## config.mk

```make
export PLATFORM = sky130hd
export DESIGN_NAME = dfp_burst_adapter_flat
export DESIGN_NICKNAME = d
export VERILOG_FILES = /design/src/rtl/dfp_burst_adapter_if.sv /design/src/rtl/dfp_burst_adapter.sv /design/src/flat_wrapper.sv
export SDC_FILE = /design/constraint.sdc
export NUM_CORES = 1
export LEC_CHECK = 0
export ABC_AREA = 1
export BUFFER_PORTS_ARGS = -buffer_cell sky130_fd_sc_hd__clkbuf_2
export CAP_MARGIN = 20
export CORE_MARGIN = 4
export CORE_UTILIZATION = 35
export DETAILED_ROUTE_END_ITERATION = 10
export GPL_ROUTABILITY_DRIVEN = 0
export GPL_TIMING_DRIVEN = 0
export SYNTH_ARGS = -nofsm -noshare
export SYNTH_HDL_FRONTEND = slang
export SYNTH_SLANG_ARGS = --single-unit
export TNS_END_PERCENT = 1
```

## constraint.sdc

```tcl
create_clock -name clk -period 5.8 [get_ports clk]
set_clock_uncertainty 0.1 [all_clocks]
set_input_delay 0.58 -clock clk [delete_from_list [all_inputs] [get_ports clk]]
set_output_delay 0.58 -clock clk [all_outputs]
set_load 0.02 [all_outputs]
```

## src/rtl/dfp_burst_adapter_if.sv

```systemverilog
// rtl/dfp_burst_adapter_if.sv - dfp line port and bmem burst port bundle for dfp_burst_adapter
interface dfp_burst_adapter_if #(
    parameter int ADDR_W = 32,
    parameter int BEAT_W = 64,
    parameter int LINE_W = 256
);
    logic [ADDR_W-1:0] dfp_addr;
    logic              dfp_read;
    logic              dfp_write;
    logic [LINE_W-1:0] dfp_wdata;
    logic              dfp_resp;
    logic [LINE_W-1:0] dfp_rdata;

    logic [ADDR_W-1:0] bmem_addr;
    logic              bmem_read;
    logic              bmem_write;
    logic [BEAT_W-1:0] bmem_wdata;
    logic              bmem_ready;
    logic [ADDR_W-1:0] bmem_raddr;
    logic [BEAT_W-1:0] bmem_rdata;
    logic              bmem_rvalid;

    // Adapter side: answers dfp line requests, issues bmem bursts.
    modport slave (
        input  dfp_addr, dfp_read, dfp_write, dfp_wdata,
        input  bmem_ready, bmem_raddr, bmem_rdata, bmem_rvalid,
        output dfp_resp, dfp_rdata,
        output bmem_addr, bmem_read, bmem_write, bmem_wdata
    );

    // System side: cache miss logic plus the bmem model/arbiter.
    modport master (
        output dfp_addr, dfp_read, dfp_write, dfp_wdata,
        output bmem_ready, bmem_raddr, bmem_rdata, bmem_rvalid,
        input  dfp_resp, dfp_rdata,
        input  bmem_addr, bmem_read, bmem_write, bmem_wdata
    );
endinterface

```

## src/rtl/dfp_burst_adapter.sv

```systemverilog
// rtl/dfp_burst_adapter.sv - 256-bit dfp line request to 4x64-bit bmem burst adapter (option: DFP_EARLY_WRITE_RESP_EN)
module dfp_burst_adapter #(
    parameter int BEAT_W    = 64,
    parameter int BURST_LEN = 4,
    parameter int LINE_W    = 256
) (
    input logic               clk,
    input logic               rst,
    dfp_burst_adapter_if.slave bus
);
    localparam int CNT_W = $clog2(BURST_LEN);
    localparam logic [CNT_W-1:0] LAST_BEAT = CNT_W'(BURST_LEN - 1);
    localparam logic [31:0] LINE_MASK = ~(32'(LINE_W / 8) - 32'd1);

    localparam logic [2:0] S_IDLE    = 3'd0;
    localparam logic [2:0] S_RD_CMD  = 3'd1;
    localparam logic [2:0] S_RD_DATA = 3'd2;
    localparam logic [2:0] S_WR_BEAT = 3'd3;
    localparam logic [2:0] S_RESP    = 3'd4;
    localparam logic [2:0] S_TURN    = 3'd5;

    logic [2:0]        state;
    logic [CNT_W-1:0]  cnt;
    logic [31:0]       line_addr;
    // Shared line buffer: holds write data for a writeback, collects beats for a read.
    logic [LINE_W-1:0] buf_q;
    // Published read line; only replaced when a read completes.
    logic [LINE_W-1:0] rdata_q;
    logic              beat_hit;

`ifdef DFP_EARLY_WRITE_RESP_EN
    logic              early_resp_q;
`endif

    // Stale beats from an abandoned burst carry the old line address and are dropped.
    assign beat_hit = bus.bmem_rvalid && (bus.bmem_raddr == line_addr);

    // Transaction sequencer: latch request, run burst, respond, turn around.
    always_ff @(posedge clk) begin
        if (rst) begin
            state     <= S_IDLE;
            cnt       <= '0;
            line_addr <= '0;
            buf_q     <= '0;
            rdata_q   <= '0;
`ifdef DFP_EARLY_WRITE_RESP_EN
            early_resp_q <= 1'b0;
`endif
        end else begin
`ifdef DFP_EARLY_WRITE_RESP_EN
            early_resp_q <= 1'b0;
`endif
            case (state)
                S_IDLE: begin
                    if (bus.dfp_write || bus.dfp_read) begin
                        line_addr <= bus.dfp_addr & LINE_MASK;
                        buf_q     <= bus.dfp_wdata;
                        cnt       <= '0;
                        state     <= bus.dfp_write ? S_WR_BEAT : S_RD_CMD;
`ifdef DFP_EARLY_WRITE_RESP_EN
                        early_resp_q <= bus.dfp_write;
`endif
                    end
                end
                S_RD_CMD: begin
                    if (bus.bmem_ready) begin
                        cnt   <= '0;
                        state <= S_RD_DATA;
                    end
                end
                S_RD_DATA: begin
                    if (beat_hit) begin
                        buf_q[cnt*BEAT_W +: BEAT_W] <= bus.bmem_rdata;
                        cnt <= cnt + 1'b1;
                        if (cnt == LAST_BEAT) begin
                            rdata_q <= {bus.bmem_rdata, buf_q[LINE_W-BEAT_W-1:0]};
                            state   <= S_RESP;
                        end
                    end
                end
                S_WR_BEAT: begin
                    if (bus.bmem_ready) begin
                        cnt <= cnt + 1'b1;
                        if (cnt == LAST_BEAT) begin
`ifdef DFP_EARLY_WRITE_RESP_EN
                            state <= S_IDLE;
`else
                            state <= S_RESP;
`endif
                        end
                    end
                end
                S_RESP:  state <= S_TURN;
                S_TURN:  state <= S_IDLE;
                default: state <= S_IDLE;
            endcase
        end
    end

    // Port outputs are decoded from state so they are all zero out of reset.
    assign bus.bmem_addr  = line_addr;
    assign bus.bmem_read  = (state == S_RD_CMD);
    assign bus.bmem_write = (state == S_WR_BEAT);
    assign bus.bmem_wdata = (state == S_WR_BEAT) ? buf_q[cnt*BEAT_W +: BEAT_W] : '0;
    assign bus.dfp_rdata  = rdata_q;
`ifdef DFP_EARLY_WRITE_RESP_EN
    assign bus.dfp_resp   = (state == S_RESP) || early_resp_q;
`else
    assign bus.dfp_resp   = (state == S_RESP);
`endif
endmodule

```

## src/flat_wrapper.sv

```systemverilog
// flat-port wrapper written by rule: the top's interface ports become plain ports
module dfp_burst_adapter_flat 
#(
    parameter int BEAT_W    = 64,
    parameter int BURST_LEN = 4,
    parameter int LINE_W    = 256
)
  (clk, rst, bus_dfp_addr, bus_dfp_read, bus_dfp_write, bus_dfp_wdata, bus_bmem_ready, bus_bmem_raddr, bus_bmem_rdata, bus_bmem_rvalid, bus_dfp_resp, bus_dfp_rdata, bus_bmem_addr, bus_bmem_read, bus_bmem_write, bus_bmem_wdata);
  dfp_burst_adapter_if #(.BEAT_W(BEAT_W), .LINE_W(LINE_W)) bus_i ();
  input logic clk;
  input logic rst;
  input wire logic [$bits(bus_i.dfp_addr)-1:0] bus_dfp_addr;
  input wire logic [$bits(bus_i.dfp_read)-1:0] bus_dfp_read;
  input wire logic [$bits(bus_i.dfp_write)-1:0] bus_dfp_write;
  input wire logic [$bits(bus_i.dfp_wdata)-1:0] bus_dfp_wdata;
  input wire logic [$bits(bus_i.bmem_ready)-1:0] bus_bmem_ready;
  input wire logic [$bits(bus_i.bmem_raddr)-1:0] bus_bmem_raddr;
  input wire logic [$bits(bus_i.bmem_rdata)-1:0] bus_bmem_rdata;
  input wire logic [$bits(bus_i.bmem_rvalid)-1:0] bus_bmem_rvalid;
  output wire logic [$bits(bus_i.dfp_resp)-1:0] bus_dfp_resp;
  output wire logic [$bits(bus_i.dfp_rdata)-1:0] bus_dfp_rdata;
  output wire logic [$bits(bus_i.bmem_addr)-1:0] bus_bmem_addr;
  output wire logic [$bits(bus_i.bmem_read)-1:0] bus_bmem_read;
  output wire logic [$bits(bus_i.bmem_write)-1:0] bus_bmem_write;
  output wire logic [$bits(bus_i.bmem_wdata)-1:0] bus_bmem_wdata;
  assign bus_i.dfp_addr = bus_dfp_addr;
  assign bus_i.dfp_read = bus_dfp_read;
  assign bus_i.dfp_write = bus_dfp_write;
  assign bus_i.dfp_wdata = bus_dfp_wdata;
  assign bus_i.bmem_ready = bus_bmem_ready;
  assign bus_i.bmem_raddr = bus_bmem_raddr;
  assign bus_i.bmem_rdata = bus_bmem_rdata;
  assign bus_i.bmem_rvalid = bus_bmem_rvalid;
  assign bus_dfp_resp = bus_i.dfp_resp;
  assign bus_dfp_rdata = bus_i.dfp_rdata;
  assign bus_bmem_addr = bus_i.bmem_addr;
  assign bus_bmem_read = bus_i.bmem_read;
  assign bus_bmem_write = bus_i.bmem_write;
  assign bus_bmem_wdata = bus_i.bmem_wdata;
  dfp_burst_adapter #(.BEAT_W(BEAT_W), .BURST_LEN(BURST_LEN), .LINE_W(LINE_W)) u_core (.clk(clk), .rst(rst), .bus(bus_i));
endmodule
```

==> flow_summary.ini <==
[sta]
final.setup.tns_ns = 0
slew_headroom = 0.210
setup_violations = 0
hold_viol = 0
slew_viol_final = 0
holdWs_ns = 0.0998
fin_crit_ns = 5.58
clock.fmax_mhz = 179
worst_pin_slew_ns = 1.18
fin_crit_sh = 0.963
rsz0062_at_grt = false

[logic_synthesis]
ys_ff_latch = 544
yosysUniqueCellTypes = 31
syn_area_per_cell_um2 = 6.50
synth_top_area_frac = 0.397
synth.yosys.seq_area_share = 0.397
synth_area_um2 = 27400
yosys_warnings = 0
yosysTopAreaCell = dfxtp_1
synth.area.top_cells = dfxtp_1 (40%), inv_1 (10%), nand2_1 (9.8%), a21oi_1 (9.6%), o21ai_0 (8.8%)
syn_inst = 4218

[routing]
wirelength_um = 149000
vias = 32354
detail_route.iter0.violations = 3280
route.detailed.drc = 0
wl_per_cell_um = 24.3
ant_nets = 0
drtPass1Iterations = 6
viasPerCell = 5.27

[setup_path]
worstPathArrival_ns = 6.01
cp_slowest_cell = nor2_2
crit_fanout = 11
cpMostUsedCell = clkbuf_1
end_kind = flip-flop
path_cells = inv_1 > clkbuf_1 > clkbuf_1 > clkbuf_1 > ha_1 > nand3_1 > nor2_2 > buf_2 > a22oi_1 > nand4_1 > nand2_1 > nor2_1
crit_buf_inv = 5
cp-start-kind = flip-flop
criticalPathCategory = flip-flop to flip-flop
required_ns = 6.23
cpPeakStageDelay_ns = 1.00
crit_family = buffers and inverters

[placed_design]
placedInstanceArea_um2 = 32500
hpwl_um = 115000
port_buffers = 734

[clocking]
cts_tree = done
h-tree-depth = 3
postCtsSetupRepairBufs = 0
path_clk_slew_ns = 0.06
cts_sinks = 544
holdBufCountCts = 0
clock_latency_ns = 0.61
cts_root_buf = clkbuf_16
numCtsBuffers = 66
cts_resized = 0
clockBufferDepth = 3

[pwr]
leakage_uw = 0.0166
power.density_nw_per_um2 = 548
ir_drop_uv = 328

[layout]
finalNetCount = 5426
drive_gt1_frac = 0.190
area_delta_synth_final_pct = 27.0
final_cell_mix = inv_1 (764), clkbuf_2 (740), nand2_1 (714)
final_area_um2 = 34800
final_common_cell = inv_1

[global_route]
grt_overflow = 0
grt_max_degree = 13
grt_usage = 0.343
antenna_found_initial = 30
grt_pass1_wl_um = 207000
grt_pass1_vias = 30176

[floorplanning]
core_area_um2 = 77600
initial_core_util = 0.353
die_h_um = 288
ios = 745
die_w_um = 288
row_count = 102
dieArea_um2 = 82900

[worst_hold_path]
hold_class = input port to flip-flop

[outcome]
outcome = complete, no violations

[run]
max_cap_viol_count = 0
[report_power, final]
part           switching, uW  internal, uW
Combinational           7020          2720
Clock                   1800          2580
Sequential               499          4480
[synth_stat cells, drive strengths merged]
cell / count
or2: 2
nand2: 715
a32oi: 2
dfxtp: 544
conb: 1
nor3: 31
clkbuf: 219
nand4: 159
xor2: 3
a22oi: 101
a32o: 37
nand3: 73
o21ai: 486
ha: 4
nor2: 411
inv: 771
buf: 124
xnor2: 7
o211ai: 1
a21oi: 526
and2: 1
[final cells by class]
class,count,area (um^2)
sequential,544,10900
timing repair buffer,742,3790
fill,8402,42800
inverter,771,2890
multi-input combinational,2564,12200
clock inverter,27,335
clock buffer,89,1900
tap,1040,1300
antenna,21,52.6
buffer,343,1490
[layer usage]
layer  vias to the layer above  global-route usage  share of wire
li1                      15111                   -              -
met1                     15022               0.437           0.40
met2                      1835               0.547           0.45
met3                       372              0.0848           0.11
met4                        14               0.155          0.048
met5                         -                   0        0.00054
[path summary, 6_finish.rpt]
kind	startpoint	endpoint	slack (ns)	depth (start not counted)
setup / recovery	u_core.cnt[0]$_SDFFE_PP0P_	u_core.buf_q[165]$_SDFFE_PP0P_	0.22	12
hold / removal	rst	u_core.state[2]$_SDFFE_PP0P_	0.1	2
setup reg to reg	u_core.cnt[0]$_SDFFE_PP0P_	u_core.buf_q[165]$_SDFFE_PP0P_	0.22	12
hold reg to reg	u_core.bus.dfp_rdata[16]$_SDFFE_PP0P_	u_core.bus.dfp_rdata[16]$_SDFFE_PP0P_	0.34	2
[stage by stage]
stage	power [uW]	utilization	setup WS, ns	instances
5_1_grt	20300	0.449	0.0525	6132
2_1_floorplan	10900	-	3.02	4222
3_5_place_dp	14400	0.419	0.255	6004
6_report	19100	0.449	0.217	6141
3_3_place_gp	14300	0.418	-0.737	5996
4_1_cts	18800	0.448	0.210	6120
[registers in the layout, summed over array words and instances, names as in the netlist]
signal,cells
u_core.buf_q,256
u_core.bus.dfp_rdata,256
u_core.bus.bmem_addr,27
u_core.state,3
u_core.cnt,2
[kinds of logic (layout without fill, tap and decap cells)]
logic type	Yosys count	after routing	synth area share
AOI/OAI and AO/OA	1153	1153	0.227
DFF	544	544	0.397
and+or+nand+nor	1392	1392	0.211
adders and majority gates	4	4	0.00182
xor gates and xnor gates	10	10	0.00319
other	1	26	0.000137
buffers and inverters	1114	1972	0.160
Note: power is estimated with default switching activity, not from simulation.
